File: src/rtl/seq_restoring_divider.sv
// Multi-cycle unsigned restoring divider with START/READY handshake.
// Produces one quotient bit per clock: Q = A / B, R = A % B.
// Optional feature macro: SEQDIV_DIVZ_EN (zero divisor short-cuts to DONE with DIVZ=1).
module seq_restoring_divider #(
  parameter int unsigned DW = 8,
  parameter int unsigned VW = 4
) (
  input  logic          clock,
  input  logic          reset,
  input  logic          START,
  input  logic [DW-1:0] A,
  input  logic [VW-1:0] B,
  output logic          READY,
  output logic          BUSY,
  output logic [DW-1:0] Q,
  output logic [VW-1:0] R,
  output logic          DIVZ
);

  localparam int unsigned CW = $clog2(DW + 1);

  typedef enum logic [1:0] {StIdle, StRun, StDone} state_e;

  state_e        state_q;
  logic [DW-1:0] dvd_q;
  logic [DW-1:0] quo_q;
  logic [VW-1:0] dvs_q;
  logic [VW:0]   rem_q;
  logic [CW-1:0] cnt_q;
  logic          ready_q;
  logic          busy_q;
  logic          divz_q;

  logic [VW:0]   rem_shift;
  logic [VW:0]   rem_next;
  logic          rem_fits;
  logic          unused_rem_msb;

  // One restoring step: shift in the next dividend bit, subtract if it fits.
  always_comb begin
    rem_shift = {rem_q[VW-1:0], dvd_q[DW-1]};
    rem_fits  = (rem_shift >= {1'b0, dvs_q});
    rem_next  = rem_fits ? (rem_shift - {1'b0, dvs_q}) : rem_shift;
  end

  // The remainder MSB only ever carries the transient compare bit; it is shifted out.
  assign unused_rem_msb = rem_q[VW];

  // Control FSM and datapath registers, outputs registered alongside the state.
  always_ff @(posedge clock or posedge reset) begin
    if (reset) begin
      state_q <= StIdle;
      dvd_q   <= '0;
      quo_q   <= '0;
      dvs_q   <= '0;
      rem_q   <= '0;
      cnt_q   <= '0;
      ready_q <= 1'b0;
      busy_q  <= 1'b0;
      divz_q  <= 1'b0;
    end else begin
      unique case (state_q)
        StIdle, StDone: begin
          if (START) begin
            dvd_q   <= A;
            dvs_q   <= B;
            rem_q   <= '0;
            quo_q   <= '0;
            cnt_q   <= CW'(DW);
            state_q <= StRun;
            busy_q  <= 1'b1;
            ready_q <= 1'b0;
            divz_q  <= 1'b0;
`ifdef SEQDIV_DIVZ_EN
            // Zero divisor: report the all-ones/low-bits result at once.
            if (B == '0) begin
              state_q <= StDone;
              busy_q  <= 1'b0;
              ready_q <= 1'b1;
              divz_q  <= 1'b1;
              quo_q   <= '1;
              rem_q   <= {1'b0, A[VW-1:0]};
              cnt_q   <= '0;
            end
`endif
          end
        end
        StRun: begin
          dvd_q <= dvd_q << 1;
          rem_q <= rem_next;
          quo_q <= {quo_q[DW-2:0], rem_fits};
          cnt_q <= cnt_q - CW'(1);
          if (cnt_q == CW'(1)) begin
            state_q <= StDone;
            busy_q  <= 1'b0;
            ready_q <= 1'b1;
          end
        end
        default: state_q <= StIdle;
      endcase
    end
  end

  assign READY = ready_q;
  assign BUSY  = busy_q;
  assign Q     = quo_q;
  assign R     = rem_q[VW-1:0];
`ifdef SEQDIV_DIVZ_EN
  assign DIVZ  = divz_q;
`else
  assign DIVZ  = 1'b0;
  logic unused_divz;
  assign unused_divz = divz_q;
`endif

endmodule
File: config.mk
export PLATFORM = sky130hd
export DESIGN_NAME = seq_restoring_divider
export DESIGN_NICKNAME = d
export VERILOG_FILES = /design/src/rtl/seq_restoring_divider.sv
export SDC_FILE = /design/constraint.sdc
export NUM_CORES = 1
export LEC_CHECK = 0
export CORE_UTILIZATION = 54
export DETAILED_ROUTE_END_ITERATION = 7
export PLACE_DENSITY_LB_ADDON = 0.2
export SETUP_SLACK_MARGIN = 0.2
export SLEW_MARGIN = 20
export SYNTH_ARGS = -nofsm -noshare
export SYNTH_HDL_FRONTEND = slang
export SYNTH_SLANG_ARGS = --single-unit
export TNS_END_PERCENT = 10
File: constraint.sdc
create_clock -name clock -period 3.8 [get_ports clock]
set_clock_uncertainty 0.2 [all_clocks]
set_input_delay 0.57 -clock clock [delete_from_list [all_inputs] [get_ports clock]]
set_output_delay 0.57 -clock clock [all_outputs]
set_load 0.03 [all_outputs]
==> results of run 1 <==
==> logic make-up after synthesis <==
family	count (synthesis)
simple gates	42
other cells	1
compound gates	34
mux	4
buf+inv	16
xor+xnor	2
fa+ha+maj	7
flops	32
==> final cells by class <==
| cell class | instances | area [um^2] | area share, % |
|---|---|---|---|
| flip-flops and latches | 32 | 801 | 43.5 |
| multi-input cells | 90 | 594 | 32.3 |
| repair buffers | 32 | 310 | 16.8 |
| clock buffers | 7 | 65.1 | 3.53 |
| well taps | 30 | 37.5 | 2.04 |
| inverters | 9 | 33.8 | 1.83 |
==> worst max-delay path, stage by stage <==
cell and delay (ns):
clkdlybuf4s50_1 0.43, nor2b_1 0.14, buf_4 0.19, nor2_1 0.56, buf_4 0.30, a22o_1 0.16
==> stage by stage <==
step / setup slack (ns) / std cells / hold slack, ns
floorplan: 1.70 / 138 / 0.247
global placement: 1.27 / 193 / 0.260
detailed placement: 1.19 / 193 / 0.263
CTS: 1.53 / 200 / 0.287
global route: 1.38 / 200 / 0.308
finish: 1.52 / 200 / 0.286
==> metal layers <==
metal / up-vias / global-route usage, % / share of wire, %
li1: 540 / - / -
met4: 0 / 10.7 / 2.5
met1: 536 / 28.8 / 46
met2: 30 / 34.2 / 47
met3: 7 / 9.89 / 5.4
met5: - / 0 / 0
==> flip-flops by register name (all words and copies together) (netlist names) <==
| name | flops |
|---|---|
| Q | 8 |
| dvs_q | 4 |
| cnt_q | 4 |
| BUSY | 1 |
| READY | 1 |
| state_q | 2 |
| rem_q | 4 |
| dvd_q | 8 |
==> placed cells by master (no fill, tap or decap), drive strengths merged, types with 2 or more instances in the layout <==
master         synthesis  final
inv                    9      9
clkbuf                 0      7
a22oi                  6      6
clkdlybuf4s50          0     28
a211oi                 2      2
nand2                 29     29
nand2b                 3      3
nor3                   2      2
a21oi                  2      2
ha                     6      6
dfrtp                 32     32
buf                    7      4
a22o                  11     11
mux2i                  4      4
o21ai                 11     11
==> power by group <==
| group | switching [mW] | leakage [nW] | internal [mW] |
|---|---|---|---|
| sequential | 0.111 | 0.397 | 0.498 |
| clock | 0.110 | 0.0374 | 0.105 |
| combinational | 0.524 | 0.434 | 0.436 |
| total | 0.745 | 0.869 | 1.04 |
==> worst paths after layout <==
check	start	to	slack, ns
max in group asynchronous	reset	rem_q[3]	2.24
max reg2reg	state_q[0]	Q[7]	1.74
min reg2reg	dvd_q[6]	dvd_q[6]	0.29
max	START	Q[7]	1.52
min	dvd_q[6]	dvd_q[6]	0.29
min in group asynchronous	reset	cnt_q[0]	0.51
==> flow_metrics.tcl, run 1 <==
set metrics [dict create \
    status "complete, no violations" \
    muxShareOfSynthArea_pct 2.74 \
    wire_per_inst_um 14.2 \
    min_path_type "reg2reg" \
    yosysWarnings 0 \
    diodes 0 \
    antenna_found_initial 0 \
    yosysSeqAreaShare_pct 54.7 \
    synth_top_area_share_pct 54.7 \
    synth_common_cells "dfrtp_1 (32), nand2_1 (29), o21ai_0 (11)" \
    grt_pass1_wl_um 4510 \
    dpl.hpwl_um 2140 \
    fmax_mhz 439 \
    synthFlopType "dfrtp_1" \
    die_h_um 54.1 \
    worstSetupEndpointType "register" \
    crit_type "in2reg" \
    hold_depth 2 \
    reg2regPathDepth 5 \
    worst_slew_pin_slew_ns 0.870 \
    holdBufCountCts 0 \
    rows 18 \
    ys_ff_latch 32 \
    yosysTopAreaCell "dfrtp_1" \
    nNetsFinal 192 \
    drv_slew 0 \
    fin_crit_ns 2.28 \
    drcViolationCount 0 \
    num_vias 1113 \
    rsz0062_at_grt "no" \
    placed_area_um2 1780 \
    synthCells 138 \
    cellLeakagePower_nw 0.869 \
    dieArea_um2 2920 \
    synth-simple-area-share_pct 12.8 \
    powerDensity_nw_per_um2 968 \
    synth_fp_nets 160 \
    fin_crit_sh_pct 60.0 \
    cts_buffers 5 \
    synthesis.area_um2 1460 \
    ant_nets 0 \
    grt_max_degree 25 \
    clkSlewWorstSetupHoldPaths_ns 0.09 \
    relSlewSlack_pct 41.9 \
    synth.area.top_cells "dfrtp_1 (55%), nand2_1 (7.4%), ha_1 (5.1%), a22o_1 (4.8%), o21ai_0 (3.8%)" \
    dieWidth_um 54.1 \
    fill_cells 193 \
    root_buffer "clkbuf_4" \
    synthAdderAreaFrac_pct 6.50 \
    place_congestion 0.765 \
    synth-edff-count 0 \
    drive_above_1_share_pct 9.41 \
    htree_levels 2 \
    first_global_vias 1017 \
    async_reset_ff_share_pct 100 \
    start_kind "input pin" \
    cp_max_fo 18 \
    syn_avg_cell_area_um2 10.6 \
    finalSetupTns_ns 0 \
    core_um2 2520 \
    first_iter_violations 12 \
    cts_buffer_depth 2 \
    ir_drop_mv 0.737 \
    maxCapViolCount 0 \
    ios 30 \
    cts_sinks 32 \
    areaGrowthSynthToFinish_pct 25.8 \
    insertion_delay_ns 0.33 \
    critical_path_required_ns 3.87 \
    setup_viol_count_final 0 \
    vias_per_cell 5.57 \
    finalHoldViolations 0 \
    grt_use_total_pct 23.0 \
    overflow 0 \
    start_util_pct 58.0 \
    synthXorXnorAreaFrac_pct 1.20 \
    cts_tree "yes" \
    postCtsResizedCells 0 \
    total_power_mw 1.78 \
    fin_util_pct 73.0 \
    stdcell_area_um2 1840 \
    portBuffers 28 \
    yosysMostFrequentCell "dfrtp_1" \
    totalWireLength_um 2850 \
    worst_ep_arrival_time_ns 2.35 \
    post-cts-setup-buffer-count 0 \
    synth_compound_area_share_pct 17.1 \
    ys_types 32 \
    drt_first_pass_iters 4 \
    synth_top_family_by_area "compound AO/OA/AOI/OAI gates" \
]
Note: power is estimated with default switching activity, not from simulation.
==> run 2: changes to the inputs <==
CORE_UTILIZATION = 45   (was 54)
clock period = 1.95 ns   (was 3.8 ns; I/O delays follow)
==> run 2 against run 1 <==
  * Clock power grew 80%
  * Critical endpoint is now rem_q[1]
  * Combinational power rose by 99%
  * Sequential share of layout area down 1.5 points
  * Critical path depth is the same
  * Register-to-register slack worse by 1.7 ns
  * Highest routed layer unchanged
  * Sequential cell count is the same
  * Die area increased by 19%
  * First-iteration DRC count rose to 4.2 times the previous value
==> flow_metrics.tcl, run 2 (synthesis gave the netlist of run 1 again) <==
set metrics [dict create \
    status "complete, no violations" \
    worst_ep_arrival_time_ns 1.92 \
    insertion_delay_ns 0.33 \
    switching_share_pct 41.9 \
    fmax_mhz 526 \
    p_int_mw 2.03 \
    dp_slack_ns 0.0158 \
    rsz0062_at_grt "yes" \
    p_sw_mw 1.47 \
    cellLeakagePower_nw 1.03 \
    r2r_slack_ns 0.05 \
    grt_use_total_pct 19.1 \
    die_h_um 59.0 \
    overflow 0 \
    nNetsFinal 193 \
    grt_max_degree 33 \
    layout_commonest_cell "dfrtp_1" \
    fin_crit_ns 1.90 \
    drt_first_pass_iters 4 \
    rows 20 \
    drv_slew 0 \
    dieWidth_um 59.0 \
    crit_type "reg2reg" \
    ios 30 \
    ant_nets 0 \
    drive_above_1_share_pct 12.8 \
    maxCapViolCount 0 \
    min_path_type "in2async" \
    cts_buffers 5 \
    ir_drop_mv 0.784 \
    finalHoldViolations 0 \
    root_buffer "clkbuf_4" \
    hold_ws_ns 0.137 \
    fin_util_pct 62.2 \
    portBuffers 28 \
    first_iter_violations 50 \
    first_global_vias 1057 \
    dpl.hpwl_um 2040 \
    final.setup.worst_slack_ns 0.0498 \
    powerDensity_nw_per_um2 1820 \
    grt_pass1_wl_um 4710 \
    pwr-share-seq_pct 34.1 \
    diodes 0 \
    start_kind "register" \
    totalWireLength_um 2860 \
    layout_common_cells "dfrtp_1 (30), nand2_1 (29), clkdlybuf4s50_1 (14)" \
    htree_levels 2 \
    cts_tree "yes" \
    num_vias 1090 \
    fin_crit_sh_pct 97.4 \
    comb_power_share_pct 54.8 \
    antenna_found_initial 0 \
    wire_per_inst_um 13.2 \
    cts_sinks 32 \
    critical_path_required_ns 1.97 \
    vias_per_cell 5.05 \
    drcViolationCount 0 \
    place_congestion 0.759 \
    worstSetupEndpointType "register" \
    setup_viol_count_final 0 \
    dieArea_um2 3490 \
    r2r-start "rem_q[1]" \
    cp_max_fo 5 \
    r2r-end "rem_q[1]" \
    start_util_pct 47.6 \
    clkSlewWorstSetupHoldPaths_ns 0.09 \
    reg2regPathDepth 6 \
    cts_buffer_depth 2 \
    core_um2 3080 \
    clkPwrFrac_pct 11.1 \
    areaGrowthSynthToFinish_pct 30.9 \
]
-- run 2: cell count changes in the layout (fill, tap and decap cells not counted), moves of 2 or more --
cell / before / now
clkbuf_1: 0 / 2
clkdlybuf4s50_1: 28 / 14
dfrtp_1: 32 / 30
dfrtp_2: 0 / 2
dlymetal6s2s_1: 0 / 13
-- run 2: what timing repair did --
action / in CTS / in global routing
setup endpoints to repair: 19 / 19
pin swaps: 0 / 0
gates resized for setup: 2 / 15
hold buffers: 0 / 0
gates cloned: 0 / 0
buffers inserted: 0 / 0
-- run 2: per-layer routing --
layer	vias up	global-route usage (%)	share of wire [%]	wire length, um
met5	-	0	0	0
met4	0	8.16	1.7	49
met3	5	7.42	4.2	121
met2	17	29.1	48	1370
met1	530	24.2	46	1310
li1	538	-	-	-
-- run 2: worst max-delay path: stages, from the launching register on --
cell and delay [ns]:
dfrtp_2 0.45, ha_4 0.24, or2_1 0.22, a211oi_2 0.20, a21oi_2 0.11, mux2i_1 0.15
a22o_2 0.22
-- run 2: how the worst max path moves through the flow --
stage / from / to / cells past startpoint
final: rem_q[1] / rem_q[1] / 6
after global routing: rem_q[1] / rem_q[1] / 6
after CTS: rem_q[3] / R[3] / 1
after detailed placement: START / cnt_q[1] / 6
after global placement: dvs_q[2] / rem_q[1] / 7
after floorplan: rem_q[1] / rem_q[1] / 6
-- run 2: area by class of cell --
type                            count  area [um^2]
Inverter                            9         33.8
Multi-Input combinational cell     90          616
Sequential cell                    32          803
Clock buffer                        8         58.8
Fill cell                         281         1160
Tap cell                           44         55.1
Timing Repair Buffer               33          349
-- run 2: power by group through the flow --
stage | clock network (mW) | logic, mW | registers, mW
6_report | 0.388 | 1.91 | 1.19
3_3_place_gp | 0 | 1.87 | 1.19
4_1_cts | 0.401 | 1.93 | 1.20
5_1_grt | 0.435 | 2.10 | 1.24
2_1_floorplan | 0 | 1.15 | 1.40
3_5_place_dp | 0 | 1.93 | 1.20
-- run 2: metrics by stage --
step	setup TNS, ns	instances	cell area [um^2]	power, mW
after floorplan	0	138	1480	2.55
after global placement	0	208	1820	3.07
after detailed placement	0	208	1820	3.13
after CTS	0	216	1870	3.53
after global routing	-0.00843	216	1920	3.77
final	0	216	1920	3.49
